`src/rtl/ssp_pkg.sv`:
```
// ssp_pkg: shared SSP word/pointer types and default FIFO sizing.
package ssp_pkg;
    localparam int SSP_WORD_W       = 8;
    localparam int SSP_TXFIFO_DEPTH = 4;
    localparam int SSP_PTR_W        = $clog2(SSP_TXFIFO_DEPTH) + 1;
    typedef logic [SSP_WORD_W-1:0] ssp_word_t;
    typedef logic [SSP_PTR_W-1:0]  ssp_ptr_t;
endpackage

```
`src/rtl/ssp_tx_fifo_if.sv`:
```
// ssp_tx_fifo_if: host write bus and talker read port of the SSP transmit FIFO.
// Carries level/txhalf only when SSP_TXFIFO_LEVEL_EN is defined.
interface ssp_tx_fifo_if
    import ssp_pkg::*;
#(
    parameter int WIDTH = SSP_WORD_W,
    parameter int DEPTH = SSP_TXFIFO_DEPTH
);
    localparam int PW = $clog2(DEPTH) + 1;
    logic             psel;
    logic             pwrite;
    logic [WIDTH-1:0] pwdata;
    logic             txfifo_rw;
    logic             ovf_clr;
    logic [WIDTH-1:0] txdata;
    logic             txhasword;
    logic             ssptxintr;
    logic             txovf;
`ifdef SSP_TXFIFO_LEVEL_EN
    logic [PW-1:0]    level;
    logic             txhalf;
`endif
    modport master (
        output psel, pwrite, pwdata, txfifo_rw, ovf_clr,
        input  txdata, txhasword, ssptxintr, txovf
`ifdef SSP_TXFIFO_LEVEL_EN
        , input level, txhalf
`endif
    );
    modport slave (
        input  psel, pwrite, pwdata, txfifo_rw, ovf_clr,
        output txdata, txhasword, ssptxintr, txovf
`ifdef SSP_TXFIFO_LEVEL_EN
        , output level, txhalf
`endif
    );
endinterface

```
`src/rtl/ssp_fifo_ptr.sv`:
```
// ssp_fifo_ptr: wrap-bit FIFO pointer; counts modulo 2^W on each enabled pclk edge.
module ssp_fifo_ptr
    import ssp_pkg::*;
#(
    parameter int W = SSP_PTR_W
) (
    input  logic         pclk,
    input  logic         clear,
    input  logic         inc,
    output logic [W-1:0] ptr
);
    always_ff @(posedge pclk or negedge clear)
        if (!clear) ptr <= '0;
        else if (inc) ptr <= ptr + 1'b1;
endmodule

```
`src/rtl/ssp_tx_fifo.sv`:
```
// ssp_tx_fifo: first-word-fall-through SSP transmit FIFO with full flag and sticky overflow.
// Optional SSP_TXFIFO_LEVEL_EN adds occupancy level and half-empty outputs.
module ssp_tx_fifo
    import ssp_pkg::*;
#(
    parameter int WIDTH = SSP_WORD_W,
    parameter int DEPTH = SSP_TXFIFO_DEPTH
) (
    input logic          pclk,
    input logic          clear,
    ssp_tx_fifo_if.slave bus
);
    localparam int AW = $clog2(DEPTH);
    localparam int PW = AW + 1;
    logic [WIDTH-1:0] mem [DEPTH];
    logic [PW-1:0]    wptr, rptr;
    logic             empty, full, push_req, pop_ok, push_ok, txovf_q;
    always_comb begin
        empty    = wptr == rptr;
        full     = wptr == {~rptr[AW], rptr[AW-1:0]};
        push_req = bus.psel & bus.pwrite;
        pop_ok   = ~bus.txfifo_rw & ~empty;
        push_ok  = push_req & (~full | pop_ok);
    end
    ssp_fifo_ptr #(.W(PW)) u_wptr (.pclk(pclk), .clear(clear), .inc(push_ok), .ptr(wptr));
    ssp_fifo_ptr #(.W(PW)) u_rptr (.pclk(pclk), .clear(clear), .inc(pop_ok),  .ptr(rptr));
    always_ff @(posedge pclk)
        if (push_ok) mem[wptr[AW-1:0]] <= bus.pwdata;
    // A fresh overflow outranks a same-cycle clear request.
    always_ff @(posedge pclk or negedge clear)
        if (!clear) txovf_q <= 1'b0;
        else if (push_req & full & ~pop_ok) txovf_q <= 1'b1;
        else if (bus.ovf_clr) txovf_q <= 1'b0;
    assign bus.txdata    = empty ? '0 : mem[rptr[AW-1:0]];
    assign bus.txhasword = ~empty;
    assign bus.ssptxintr = full;
    assign bus.txovf     = txovf_q;
`ifdef SSP_TXFIFO_LEVEL_EN
    logic [PW-1:0] lvl;
    assign lvl        = wptr - rptr;
    assign bus.level  = lvl;
    assign bus.txhalf = lvl <= PW'(DEPTH / 2);
`endif
endmodule

```
`src/flat_wrapper.sv`:
```
// flat-port wrapper written by rule: the top's interface ports become plain ports
module ssp_tx_fifo_flat import ssp_pkg::*;
#(
    parameter int WIDTH = SSP_WORD_W,
    parameter int DEPTH = SSP_TXFIFO_DEPTH
)
  (pclk, clear, bus_psel, bus_pwrite, bus_pwdata, bus_txfifo_rw, bus_ovf_clr, bus_txdata, bus_txhasword, bus_ssptxintr, bus_txovf);
  ssp_tx_fifo_if #(.WIDTH(WIDTH), .DEPTH(DEPTH)) bus_i ();
  input logic pclk;
  input logic clear;
  input wire logic [$bits(bus_i.psel)-1:0] bus_psel;
  input wire logic [$bits(bus_i.pwrite)-1:0] bus_pwrite;
  input wire logic [$bits(bus_i.pwdata)-1:0] bus_pwdata;
  input wire logic [$bits(bus_i.txfifo_rw)-1:0] bus_txfifo_rw;
  input wire logic [$bits(bus_i.ovf_clr)-1:0] bus_ovf_clr;
  output wire logic [$bits(bus_i.txdata)-1:0] bus_txdata;
  output wire logic [$bits(bus_i.txhasword)-1:0] bus_txhasword;
  output wire logic [$bits(bus_i.ssptxintr)-1:0] bus_ssptxintr;
  output wire logic [$bits(bus_i.txovf)-1:0] bus_txovf;
  assign bus_i.psel = bus_psel;
  assign bus_i.pwrite = bus_pwrite;
  assign bus_i.pwdata = bus_pwdata;
  assign bus_i.txfifo_rw = bus_txfifo_rw;
  assign bus_i.ovf_clr = bus_ovf_clr;
  assign bus_txdata = bus_i.txdata;
  assign bus_txhasword = bus_i.txhasword;
  assign bus_ssptxintr = bus_i.ssptxintr;
  assign bus_txovf = bus_i.txovf;
  ssp_tx_fifo #(.WIDTH(WIDTH), .DEPTH(DEPTH)) u_core (.pclk(pclk), .clear(clear), .bus(bus_i));
endmodule
```
`config.mk`:
```
export PLATFORM = sky130hd
export DESIGN_NAME = ssp_tx_fifo_flat
export DESIGN_NICKNAME = d
export VERILOG_FILES = /design/src/rtl/ssp_pkg.sv /design/src/rtl/ssp_tx_fifo_if.sv /design/src/rtl/ssp_fifo_ptr.sv /design/src/rtl/ssp_tx_fifo.sv /design/src/flat_wrapper.sv
export SDC_FILE = /design/constraint.sdc
export NUM_CORES = 1
export LEC_CHECK = 0
export BUFFER_PORTS_ARGS = -buffer_cell sky130_fd_sc_hd__buf_2
export CAP_MARGIN = 5
export CELL_PAD_IN_SITES_DETAIL_PLACEMENT = 1
export CELL_PAD_IN_SITES_GLOBAL_PLACEMENT = 1
export CORE_UTILIZATION = 54
export CTS_BUF_LIST = sky130_fd_sc_hd__clkbuf_8
export CTS_CLUSTER_DIAMETER = 40
export CTS_CLUSTER_SIZE = 12
export DETAILED_ROUTE_END_ITERATION = 7
export GPL_TIMING_DRIVEN = 0
export PLACE_DENSITY_LB_ADDON = 0.1
export SETUP_SLACK_MARGIN = 0.02
export SLEW_MARGIN = 10
export SYNTH_ARGS = -nofsm -noshare
export SYNTH_HDL_FRONTEND = slang
export SYNTH_SLANG_ARGS = --single-unit
```
`constraint.sdc`:
```
create_clock -name pclk -period 4.45 [get_ports pclk]
set_input_delay 0.2225 -clock pclk [delete_from_list [all_inputs] [get_ports pclk]]
set_output_delay 0.2225 -clock pclk [all_outputs]
set_load 0.01 [all_outputs]
```
== Word-level counts from Yosys, hierarchy flattened ==
Memory sizes are Yosys's and may differ from the RTL's.
Index checks and enable logic that the tools add are counted.
Cells by class
  add/sub/neg operators: 2
  equality and inequality tests: 2
  multiplexer cells: 5
  bitwise operators: 11
  reductions and logical operators: 1
Operators by type and width (count)
  $mux 8: 1
  $add 3x1->3 const B: 2
  $eq 3x3->1: 2
  $and 1x1->1: 5
  $not 1->1: 5
  $mux 1: 4
  $reduce_bool 2->1: 1
  $or 1x1->1: 1
Word-level totals
  flip-flop bits (word level): 7
  memory bits (writable): 32
  bits of input ports: 14
  output and inout bits: 11
  word-level logic and storage cells: 25
  memories kept: 1
Memories
  u_core.mem: words 4, bits a word 8, rd ports 1, clocked after memory_dff 0, write ports 1, RTL line ssp_tx_fifo.sv:15  | logic [WIDTH-1:0] mem [DEPTH];

== Depth between registers and ports, before layout ==
  word-level depth: 7
  depth in mapped cells: 5
  depth with buffers taken out: 4

== Modules after synthesis ==
Synthesis repeated with hierarchy kept, for this count alone.
Second synthesis, totals
  cell total of the unflattened synthesis: 85
  area total of the unflattened synthesis: 1637.8 um^2
By module, submodules not included
  ssp_tx_fifo: instances 1, cells each 69, area each 1390.1 um^2, seq. area each 985.9 um^2
  ssp_fifo_ptr: instances 2, cells each 8, area each 123.9 um^2, seq. area each 75.1 um^2

== Least setup slack after synthesis ==
OpenSTA, ideal clock, no wires.
  kind: reg2reg
  from: register u_core.u_rptr.ptr[1]
  to: memory u_core.mem[3][0] (netlist name), enable pin
  setup time: 383 ps
  data arrival time: 1599 ps
  required time: 4067 ps
  slack: 2468 ps
  cell stages (with the launch flop): 5
  buffers on the path: 1
  period minus slack after synthesis: 1982 ps
  path through: dfrtp_1 buf_4 xnor2_4 and4_1 nor3_1
Between the ends
  cells in the longest elaborated chain, start to end: 7
  elaborated cells between the ends (all ways): 9
  those cells by class: eq/ne: 2; mux: 2; bitwise: 5
Ends and longest elaborated chain
  start: declaration: RTL line ssp_fifo_ptr.sv:10  | output logic [W-1:0] ptr
  start signal: assignment: RTL line ssp_fifo_ptr.sv:14  | else if (inc) ptr <= ptr + 1'b1;
  $eq 3x3->1: RTL line ssp_tx_fifo.sv:19  | empty = wptr == rptr;
  $not 1->1: RTL line ssp_tx_fifo.sv:22  | pop_ok = ~bus.txfifo_rw & ~empty;
  $and 1x1->1: RTL line ssp_tx_fifo.sv:22
  $or 1x1->1 (*): RTL line ssp_tx_fifo.sv:23  | push_ok = push_req & (~full | pop_ok);
  $and 1x1->1 (*): RTL line ssp_tx_fifo.sv:23
  $mux 1 (*): RTL line ssp_tx_fifo.sv:28  | if (push_ok) mem[wptr[AW-1:0]] <= bus.pwdata;
  $mux 1 (not written as such) (*): RTL line ssp_tx_fifo.sv:28
  end: declaration: RTL line ssp_tx_fifo.sv:15
Mark *: on every way between the ends. The rest lies on a longest branch, timed or not.

== Final worst setup path ==
  from: register u_core.u_rptr.ptr[1]
  to: memory u_core.mem[3][7] (netlist name), enable pin
Same word-level chain as after synthesis.

==> results.toml <==
[outcome]
status = "complete, no violations"

[detailed_routing]
routedWlPerCell_um = 18.1
num_vias = 920
wl_um = 3110
antenna_left = 0
drcViolationCount = 0
firstDrtPassIters = 4
initialDrtViolationCount = 33
routed_via_density = 5.35

[floorplanning]
start_util_pct = 57.0
placementRows = 20
die_h_um = 59.0
io_pins = 25
core-area_mm2 = 0.00308
die-area_mm2 = 0.00348
fp.dieW_um = 59.0

[synth]
async_flop_share_pct = 17.9
yosysSeqAreaShare_pct = 64.7
synth_top_area_share_pct = 54.7
syn-num-nets = 114
synth.avg_cell_area_um2 = 18.5
yosysTopAreaCell = "edfxtp_1"
synth_edf_count = 32
syn_inst = 95
synth-main-ff-cell = "edfxtp_1"
ys_warn_count = 0
synth_area_leaders = "edfxtp_1 55%, mux4_2 10%, dfrtp_1 10%"
syn_area_mm2 = 0.00176
ys_seq_elements = 39
yosysUniqueCellTypes = 28

[clocking]
clkTransAtPathRegs_ns = 0.07
ctsResizeCount = 0
cts_num_sinks = 39
root_buffer = "clkbuf_8"
cts_tree = "yes"
clock_path_buffers = 2
cts_buffers = 5
htree_levels = 2
clock_latency_ns = 0.29

[critical_path]
cp-start-kind = "register"
crit_family = "simple AND/OR/NAND/NOR gates"
critPathCaptureType = "register"
cp_data_arrival_time_ns = 1.95
cp_max_fo = 10
cpPeakStageDelay_ns = 0.60
path_cells = "buf_4 > xnor2_4 > and4_1 > nor3_2"
worstSetupPathType = "register to register"
critPathBufInv = 1
slowest_stage = "nor3_2"
crit_required_ns = 4.37

[sta]
period_minus_slack_ns = 2.03
tns_ns = 0
finalClockSkew_ns = 0.00443
fin_crit_sh_pct = 45.6
max-slew-margin-rel_pct = 52.2
worstMarginPinSlew_ns = 0.713
grt_setup_unrepaired = "no"
slew_viol_final = 0
setup_viol = 0
fmax_ghz = 0.493
setup_slack_ns = 2.42
hold_violations = 0

[final_layout]
layout_commonest_cell = "edfxtp_1"
utilization_pct = 67.5
nets = 146
num_antenna_cells = 0
final_cell_count_no_fill = 172
syn_to_final_growth_pct = 18.4
final_cell_mix = "32 x edfxtp_1, 25 x buf_2, 8 x mux4_2, 8 x nor2b_1"
drive_gt1_share_pct = 39.8

[global_routing]
grt_usage_pct = 20.7
overflow = 0
grt_max_degree = 13
grt_pass1_wl_um = 4820
antenna_found_initial = 0
grt_pass1_vias = 994

[flow_run]
maxCapViolations = 0

[place]
place_ws_ns = 2.42
gp_congestion = 0.653
io_buffers = 24
place_hpwl_um = 2110
placed_cells = 163

[power_and_ir_drop]
total_power_mw = 1.48
worst_ir_drop_vdd_mv = 0.326
p_leak_nw = 0.788
cellPowerDensity_mw_per_mm2 = 711

[hold_path]
min_path_type = "primary input to register"
final timing paths:
path                                       from                   end  slack, ns  cells past startpoint
max reg2reg                u_core.u_rptr.ptr[1]      u_core.mem[3][7]       2.42                      4
min                               bus_pwdata[1]      u_core.mem[3][1]       0.15                      1
max in group asynchronous                 clear  u_core.u_rptr.ptr[2]       3.99                      2
min reg2reg                    u_core.bus.txovf      u_core.bus.txovf       0.55                      1
min in group asynchronous                 clear  u_core.u_wptr.ptr[1]       0.30                      2
max                        u_core.u_rptr.ptr[1]      u_core.mem[3][7]       2.42                      4
what timing repair did:
| action | in CTS | in global routing |
|---|---|---|
| hold buffers | 1 | 0 |
| hold endpoints to repair | 7 | 0 |
| buffers inserted | 0 | 0 |
power by group:
part	internal, mW	switching [mW]
clock	0.222	0.118
sequential	0.462	0.0559
combinational	0.298	0.322
per-stage QoR:
stage	area [um^2]	hold WS (ns)
after floorplan	1760	-0.0731
after global placement	1930	0.0608
after detailed placement	1940	0.0695
after CTS	2080	0.136
after global routing	2080	0.145
final	2080	0.146
flip-flops by register name (all words and copies together), names as in the netlist:
signal / count
u_core.bus.txovf: 1
u_core.u_rptr.ptr: 3
u_core.mem: 32
u_core.u_wptr.ptr: 3
cell type report:
cell class / count / area (um^2)
clock inverters: 3 / 63.8
multi-input cells: 47 / 578
clock buffers: 5 / 68.8
fillers: 284 / 1000
inverters: 6 / 22.5
plain buffers: 3 / 23.8
flip-flops and latches: 39 / 1140
well taps: 44 / 55.1
repair buffers: 25 / 130
synthesized netlist by cell type, types with 2 or more instances:
cell      count
edfxtp_1     32
mux4_2        8
nor2b_1       8
dfrtp_1       7
inv_1         6
ha_1          5
and2_1        3
and3_1        2
nand2_1       2
xnor2_1       2
xnor2_4       2
xor2_1        2
routing by layer:
| metal | vias up | part of all wire (%) | track usage [%] |
|---|---|---|---|
| li1 | 426 | - | - |
| met4 | 0 | 0.61 | 9.18 |
| met2 | 16 | 55 | 35.4 |
| met5 | - | 0 | 0 |
| met1 | 474 | 41 | 24.6 |
| met3 | 4 | 3.0 | 5.46 |
cells by family (layout without fill, tap and decap cells):
| group | count (synthesis) | count (layout) | synth area share (%) |
|---|---|---|---|
| flops | 39 | 39 | 64.7 |
| fa+ha+maj | 5 | 5 | 3.56 |
| simple gates | 19 | 19 | 6.70 |
| buf+inv | 9 | 42 | 2.64 |
| compound gates | 6 | 6 | 4.56 |
| xor+xnor | 7 | 7 | 6.06 |
| mux | 10 | 10 | 11.8 |
Note: power is estimated with default switching activity, not from simulation.
